**src/rtl/program_sequencer.sv**
```systemverilog
// ---------------------------------------------------------------------------
// program_sequencer
//
// Program counter with a hardware call/return stack, a stall hold and
// sticky stack-error flags. It sits between the control unit and the
// instruction ROM. The control unit drives the command strobes, and PC_out
// addresses the ROM.
//
// One command is taken per cycle, highest priority first:
//     stall > PC_ret > PC_call > PC_load > PC_inc > hold
//
// Parameters
//   PC_WIDTH      width of the program counter and of each stack entry
//   STACK_DEPTH   number of return-address entries (>= 1)
//   RESET_VECTOR  PC_out value after reset
//
// Ports
//   CLK          rising-edge clock
//   RESET        asynchronous active-low reset
//   PC_in        jump/call target address
//   PC_load      jump to PC_in
//   PC_inc       advance PC_out by one (wraps silently)
//   PC_call      push PC_out+1, then jump to PC_in
//   PC_ret       pop the top of stack into PC_out
//   stall        hold all state, including the error flags
//   err_clear    clear the sticky error flags (ignored while stalled)
//   PC_out       current program address (registered)
//   sp_count     number of valid stack entries
//   stack_full   sp_count == STACK_DEPTH
//   stack_empty  sp_count == 0
//   ovf_err      sticky: a call was attempted while the stack was full
//   unf_err      sticky: a return was attempted while the stack was empty
// ---------------------------------------------------------------------------
module program_sequencer #(
    parameter int                  PC_WIDTH     = 8,
    parameter int                  STACK_DEPTH  = 4,
    parameter logic [PC_WIDTH-1:0] RESET_VECTOR = '0
) (
    input  logic                               CLK,
    input  logic                               RESET,
    input  logic [PC_WIDTH-1:0]                PC_in,
    input  logic                               PC_load,
    input  logic                               PC_inc,
    input  logic                               PC_call,
    input  logic                               PC_ret,
    input  logic                               stall,
    input  logic                               err_clear,
    output logic [PC_WIDTH-1:0]                PC_out,
    output logic [$clog2(STACK_DEPTH+1)-1:0]   sp_count,
    output logic                               stack_full,
    output logic                               stack_empty,
    output logic                               ovf_err,
    output logic                               unf_err
);

    localparam int SP_W  = $clog2(STACK_DEPTH + 1);
    // A one-entry stack still needs a one-bit index.
    localparam int IDX_W = (STACK_DEPTH > 1) ? $clog2(STACK_DEPTH) : 1;

    logic [PC_WIDTH-1:0] pc_q, pc_d;
    logic [SP_W-1:0]     sp_count_q, sp_count_d;
    logic                ovf_q, ovf_d;
    logic                unf_q, unf_d;

    // Return-address storage. It has no reset because only entries below
    // sp_count are ever read.
    logic [PC_WIDTH-1:0] stack_mem [STACK_DEPTH];

    logic                push;
    logic [PC_WIDTH-1:0] pc_plus1;
    logic [IDX_W-1:0]    push_idx;
    logic [IDX_W-1:0]    top_idx;
    logic                full;
    logic                empty;

    assign pc_plus1 = pc_q + PC_WIDTH'(1);
    assign full     = (sp_count_q == SP_W'(STACK_DEPTH));
    assign empty    = (sp_count_q == '0);
    // Both indices are used only when they are in range: a push happens
    // only when the stack is not full, and a pop only when it is not empty.
    assign push_idx = IDX_W'(sp_count_q);
    assign top_idx  = IDX_W'(sp_count_q - SP_W'(1));

    // Next-state logic. The if/else chain encodes the command priority. The
    // error clear is applied before the error checks, so a new error in the
    // same cycle overrides the clear.
    always_comb begin
        pc_d       = pc_q;
        sp_count_d = sp_count_q;
        ovf_d      = ovf_q;
        unf_d      = unf_q;
        push       = 1'b0;

        if (!stall) begin
            if (err_clear) begin
                ovf_d = 1'b0;
                unf_d = 1'b0;
            end

            if (PC_ret) begin
                if (!empty) begin
                    pc_d       = stack_mem[top_idx];
                    sp_count_d = sp_count_q - SP_W'(1);
                end else begin
                    unf_d = 1'b1;
                end
            end else if (PC_call) begin
                if (!full) begin
                    push       = 1'b1;
                    pc_d       = PC_in;
                    sp_count_d = sp_count_q + SP_W'(1);
                end else begin
                    ovf_d = 1'b1;
                end
            end else if (PC_load) begin
                pc_d = PC_in;
            end else if (PC_inc) begin
                pc_d = pc_plus1;
            end
        end
    end

    // State register. The asynchronous reset takes effect even in the
    // middle of a call sequence.
    always_ff @(posedge CLK or negedge RESET) begin
        if (!RESET) begin
            pc_q       <= RESET_VECTOR;
            sp_count_q <= '0;
            ovf_q      <= 1'b0;
            unf_q      <= 1'b0;
        end else begin
            pc_q       <= pc_d;
            sp_count_q <= sp_count_d;
            ovf_q      <= ovf_d;
            unf_q      <= unf_d;
        end
    end

    // Stack write port. The return address wraps to 0 when PC_out is all ones.
    always_ff @(posedge CLK) begin
        if (push) begin
            stack_mem[push_idx] <= pc_plus1;
        end
    end

    assign PC_out      = pc_q;
    assign sp_count    = sp_count_q;
    assign stack_full  = full;
    assign stack_empty = empty;
    assign ovf_err     = ovf_q;
    assign unf_err     = unf_q;

endmodule

```
**config.mk**
```make
export PLATFORM = sky130hd
export DESIGN_NAME = program_sequencer
export DESIGN_NICKNAME = d
export VERILOG_FILES = /design/src/rtl/program_sequencer.sv
export SDC_FILE = /design/constraint.sdc
export NUM_CORES = 1
export LEC_CHECK = 0
export BUFFER_PORTS_ARGS = -buffer_cell sky130_fd_sc_hd__buf_2
export CAP_MARGIN = 20
export CORE_MARGIN = 2
export CORE_UTILIZATION = 45
export DETAILED_ROUTE_END_ITERATION = 6
export PLACE_DENSITY = 0.68
export SLEW_MARGIN = 20
export SYNTH_ARGS = -nofsm -noshare
export SYNTH_HDL_FRONTEND = slang
export SYNTH_SLANG_ARGS = --single-unit
```
**constraint.sdc**
```tcl
create_clock -name CLK -period 1.9 [get_ports CLK]
set_input_delay 0.285 -clock CLK [delete_from_list [all_inputs] [get_ports CLK]]
set_output_delay 0.285 -clock CLK [all_outputs]
set_load 0.02 [all_outputs]
```
==> impl_results.md <==
- Post-route clock skew: between 5 and 6 ps
- Pwr Density: ~1500 nW/µm²
- Vias in the first global route: 1459
- Placed Instance Area: ~2400 µm²
- Crit-path cells: inv_1 -> ha_4 -> and2_4 -> a2111o_1 -> buf_4 -> mux2_2
- Port Buffers: 30
- Maxcap violations: 0
- Finished layout cell area: about 2600 µm²
- Die ar.: ~5300 µm²
- Drt drc: 0
- Slew Limit Fails: 0
- Router iterations before antenna repair: 4
- R2R cell count: 6
- Status: completed
- Synth top area share: 0.4502
- Shortest period the worst path allows: roughly 1800 ps
- Drt wl/cell: around 18 µm
- Post-Syn Nets: about 180
- Area Overhead vs Synth: 20.40%
- Worst Hold Endpoint: unf_err$_DFFE_PN0N_
- Post-synthesis instance total: around 150
- Routed vias: about 1400
- Vias per cell: ~5.5
- Primary FF master, synth: edfxtp_1
- Setup CP Type: reg2reg
- First-pass GRT wire length: between 7 and 8 mm
- Reg2reg start: sp_count[1]$_DFFE_PN0P_
- Final WS setup: ~75 ps
- Critical Path Max Stage Delay: slightly below 500 ps
- Worst EP required: between 2000 and 2500 ps
- Slowest cell on the critical path: a2111o_1
- Die Span Y: ~73 µm
- Top-level I/O count: 31
- Pre-CTS setup slack: roughly 70 ps
- Worst min path class: in2reg
- Sequential area share after synthesis: 0.6026
- # rows: 25
- YS warnings: 0
- Crit path DAT: about 2000 ps
- Synth Cell Area: between 2000 and 2500 µm²
- Worst-Margin Slew: roughly 430 ps
- Min Hold Slack: ~320 ps
- Core region area: ~4700 µm²
- Tot Pwr: about 3800 µW
- Hold Fails Final Rpt: 0
- NumNets Final: 222
- Met1 wire length: 2.013 mm
- Synthesis-stage register bit count: 45
- Total grt overflow: 0
- Static Leakage: 0.001031 µW
- Critical Path End Type: flip-flop
- Gp weighted congestion: about 0.82
- R2R setup slack: about 75 ps
- Root Driver: clkbuf_8
- CTS Buffer Depth: 2
- Synth cell count leaders: 32 x edfxtp_1, 15 x nand2_1, 13 x dfrtp_1
- Met2 wire len: about 2.3 mm
- CP Launch Type: flip-flop
- Slew HR: 0.7143
- Share of cells above drive strength 1: 0.3483
- Total Wirelength: approximately 4.6 mm
- TNS Setup: 0 ps
- Worst Hold Launch: err_clear
- Clock slew at reported path FFs: 80 ps
- CP max FO: 5
- Worst reg2reg endpoint: PC_out[1]$_DFFE_PN0P_
- Period utilization: 0.9606
- Clk sinks: 45
- Total GRT Usage: 0.1893
- Initial DRC Count: approximately 120
- Number of flops mapped to enable cells by yosys: 32
- Initial antenna violation count: 0
- Worst VDD drop: roughly 720 µV
- Final setup vio count: 0
- TritonCTS clock tree: yes
- Num CTS Buffers: 5
- Most numerous cell in the Yosys netlist: edfxtp_1
- Met3 wire len: 250 µm
- Width of the die: roughly 73 µm
- Dominant cell type by area after synthesis: edfxtp_1
- Highest Clock Rate: ~0.55 GHz
- Htree depth: 2
- Post-synth cell types: between 40 and 50
- Clk_lat worst skew: between 200 and 300 ps
- Post-DP HPWL: ~3.3 mm
- Largest net degree at the start of global routing: 22
- Syn Area/Cell: ~14 µm²
- Synth area leaders: edfxtp_1 45%, dfrtp_1 15%, mux4_2 8.4%
- Antenna diode count: 0
- Hold Path Stages: 3
- Max layer used: met4
- Post-route ant nets: 0
- Starting Density: 0.4580
- Synth async-reset ratio: 0.2889
==> metal layers <==
| layer | vias to the layer above | GRT usage |
|---|---|---|
| met4 | 0 | 0.06173 |
| li1 | 674 | - |
| met3 | 5 | 0.04972 |
| met5 | - | 0 |
| met1 | 690 | 0.2456 |
| met2 | 46 | 0.3111 |
==> final cells by class <==
type / count / area, µm²
inverter: 4 / 20.02
sequential: 45 / 1287
clock inverter: 2 / 35.03
clock buffer: 6 / 72.57
fill: 402 / 2091
timing repair buffer: 46 / 276.5
multi-input combinational: 98 / 810.8
tap: 54 / 67.56
==> cells in the final DEF (no fill, tap or decap), types with 4 or more instances in the layout <==
cell type  synthesis  layout
nor2_1             7       7
ha_1               6       5
nor2b_1            4       4
mux4_2             8       8
a21oi_1            5       5
buf_4              1      14
clkbuf_8           0       5
o21ai_0            6       6
nand2_1           15      15
buf_2              2      30
nor3_1             4       4
dfrtp_1           13      12
edfxtp_1          32      32
==> worst max-delay path by stage <==
stage                                       start               endpoint  slack, ps  cells after the start
after detailed placement  sp_count[1]$_DFFE_PN0P_  PC_out[7]$_DFFE_PN0P_         70                      7
after global placement    sp_count[1]$_DFFE_PN0P_  PC_out[7]$_DFFE_PN0P_        120                      7
after CTS                 sp_count[1]$_DFFE_PN0P_  PC_out[7]$_DFFE_PN0P_         40                      7
after floorplan           sp_count[0]$_DFFE_PN0P_  PC_out[7]$_DFFE_PN0P_        -40                      7
final                     sp_count[1]$_DFFE_PN0P_  PC_out[1]$_DFFE_PN0P_         70                      6
after global routing      sp_count[1]$_DFFE_PN0P_  PC_out[1]$_DFFE_PN0P_         -6                      6
==> per-stage QoR <==
| stage | cells | utilization |
|---|---|---|
| floorplan | 153 | - |
| global placement | 244 | 0.5221 |
| detailed placement | 244 | 0.5221 |
| CTS | 253 | 0.5474 |
| global route | 255 | 0.5514 |
| finish | 255 | 0.5514 |
==> cells by family (layout without fill, tap and decap cells) <==
| group | Yosys count | after routing | synth area share |
|---|---|---|---|
| AND/OR/NAND/NOR | 45 | 45 | 0.1079 |
| XOR/XNOR | 6 | 6 | 0.02462 |
| flip-flops | 45 | 45 | 0.6026 |
| buffers and inverters | 10 | 58 | 0.02461 |
| multiplexers | 12 | 12 | 0.1043 |
| AO/OA/AOI/OAI | 29 | 29 | 0.1008 |
| adder cells (fa/ha/maj) | 6 | 6 | 0.03517 |
==> flip-flops by register name, indices dropped and copies added (netlist names) <==
signal,flops
ovf_err,1
unf_err,1
stack_mem,32
PC_out,8
sp_count,3
==> where the power goes <==
part           internal (µW)  switching [µW]  total [µW]
clock                    390             305         695
sequential              1360             157        1520
combinational            706             912        1620
==> critical path: cells and delay by family (launching register included) <==
family                   cells  cell delay, ps
AND/OR/NAND/NOR              1             140
buffers and inverters        2             270
flip-flops                   1             350
multiplexers                 1             260
AO/OA/AOI/OAI                1             490
adder cells (fa/ha/maj)      1             190
==> what timing repair did <==
item / 4_1_cts / 5_1_grt
endpoints found under the setup margin: 0 / 5
buffers inserted: 0 / 2
resized for setup: 0 / 1
endpoints found under the hold margin: 13 / 0
hold buffers: 1 / 0
Note: power is estimated with default switching activity, not from simulation.
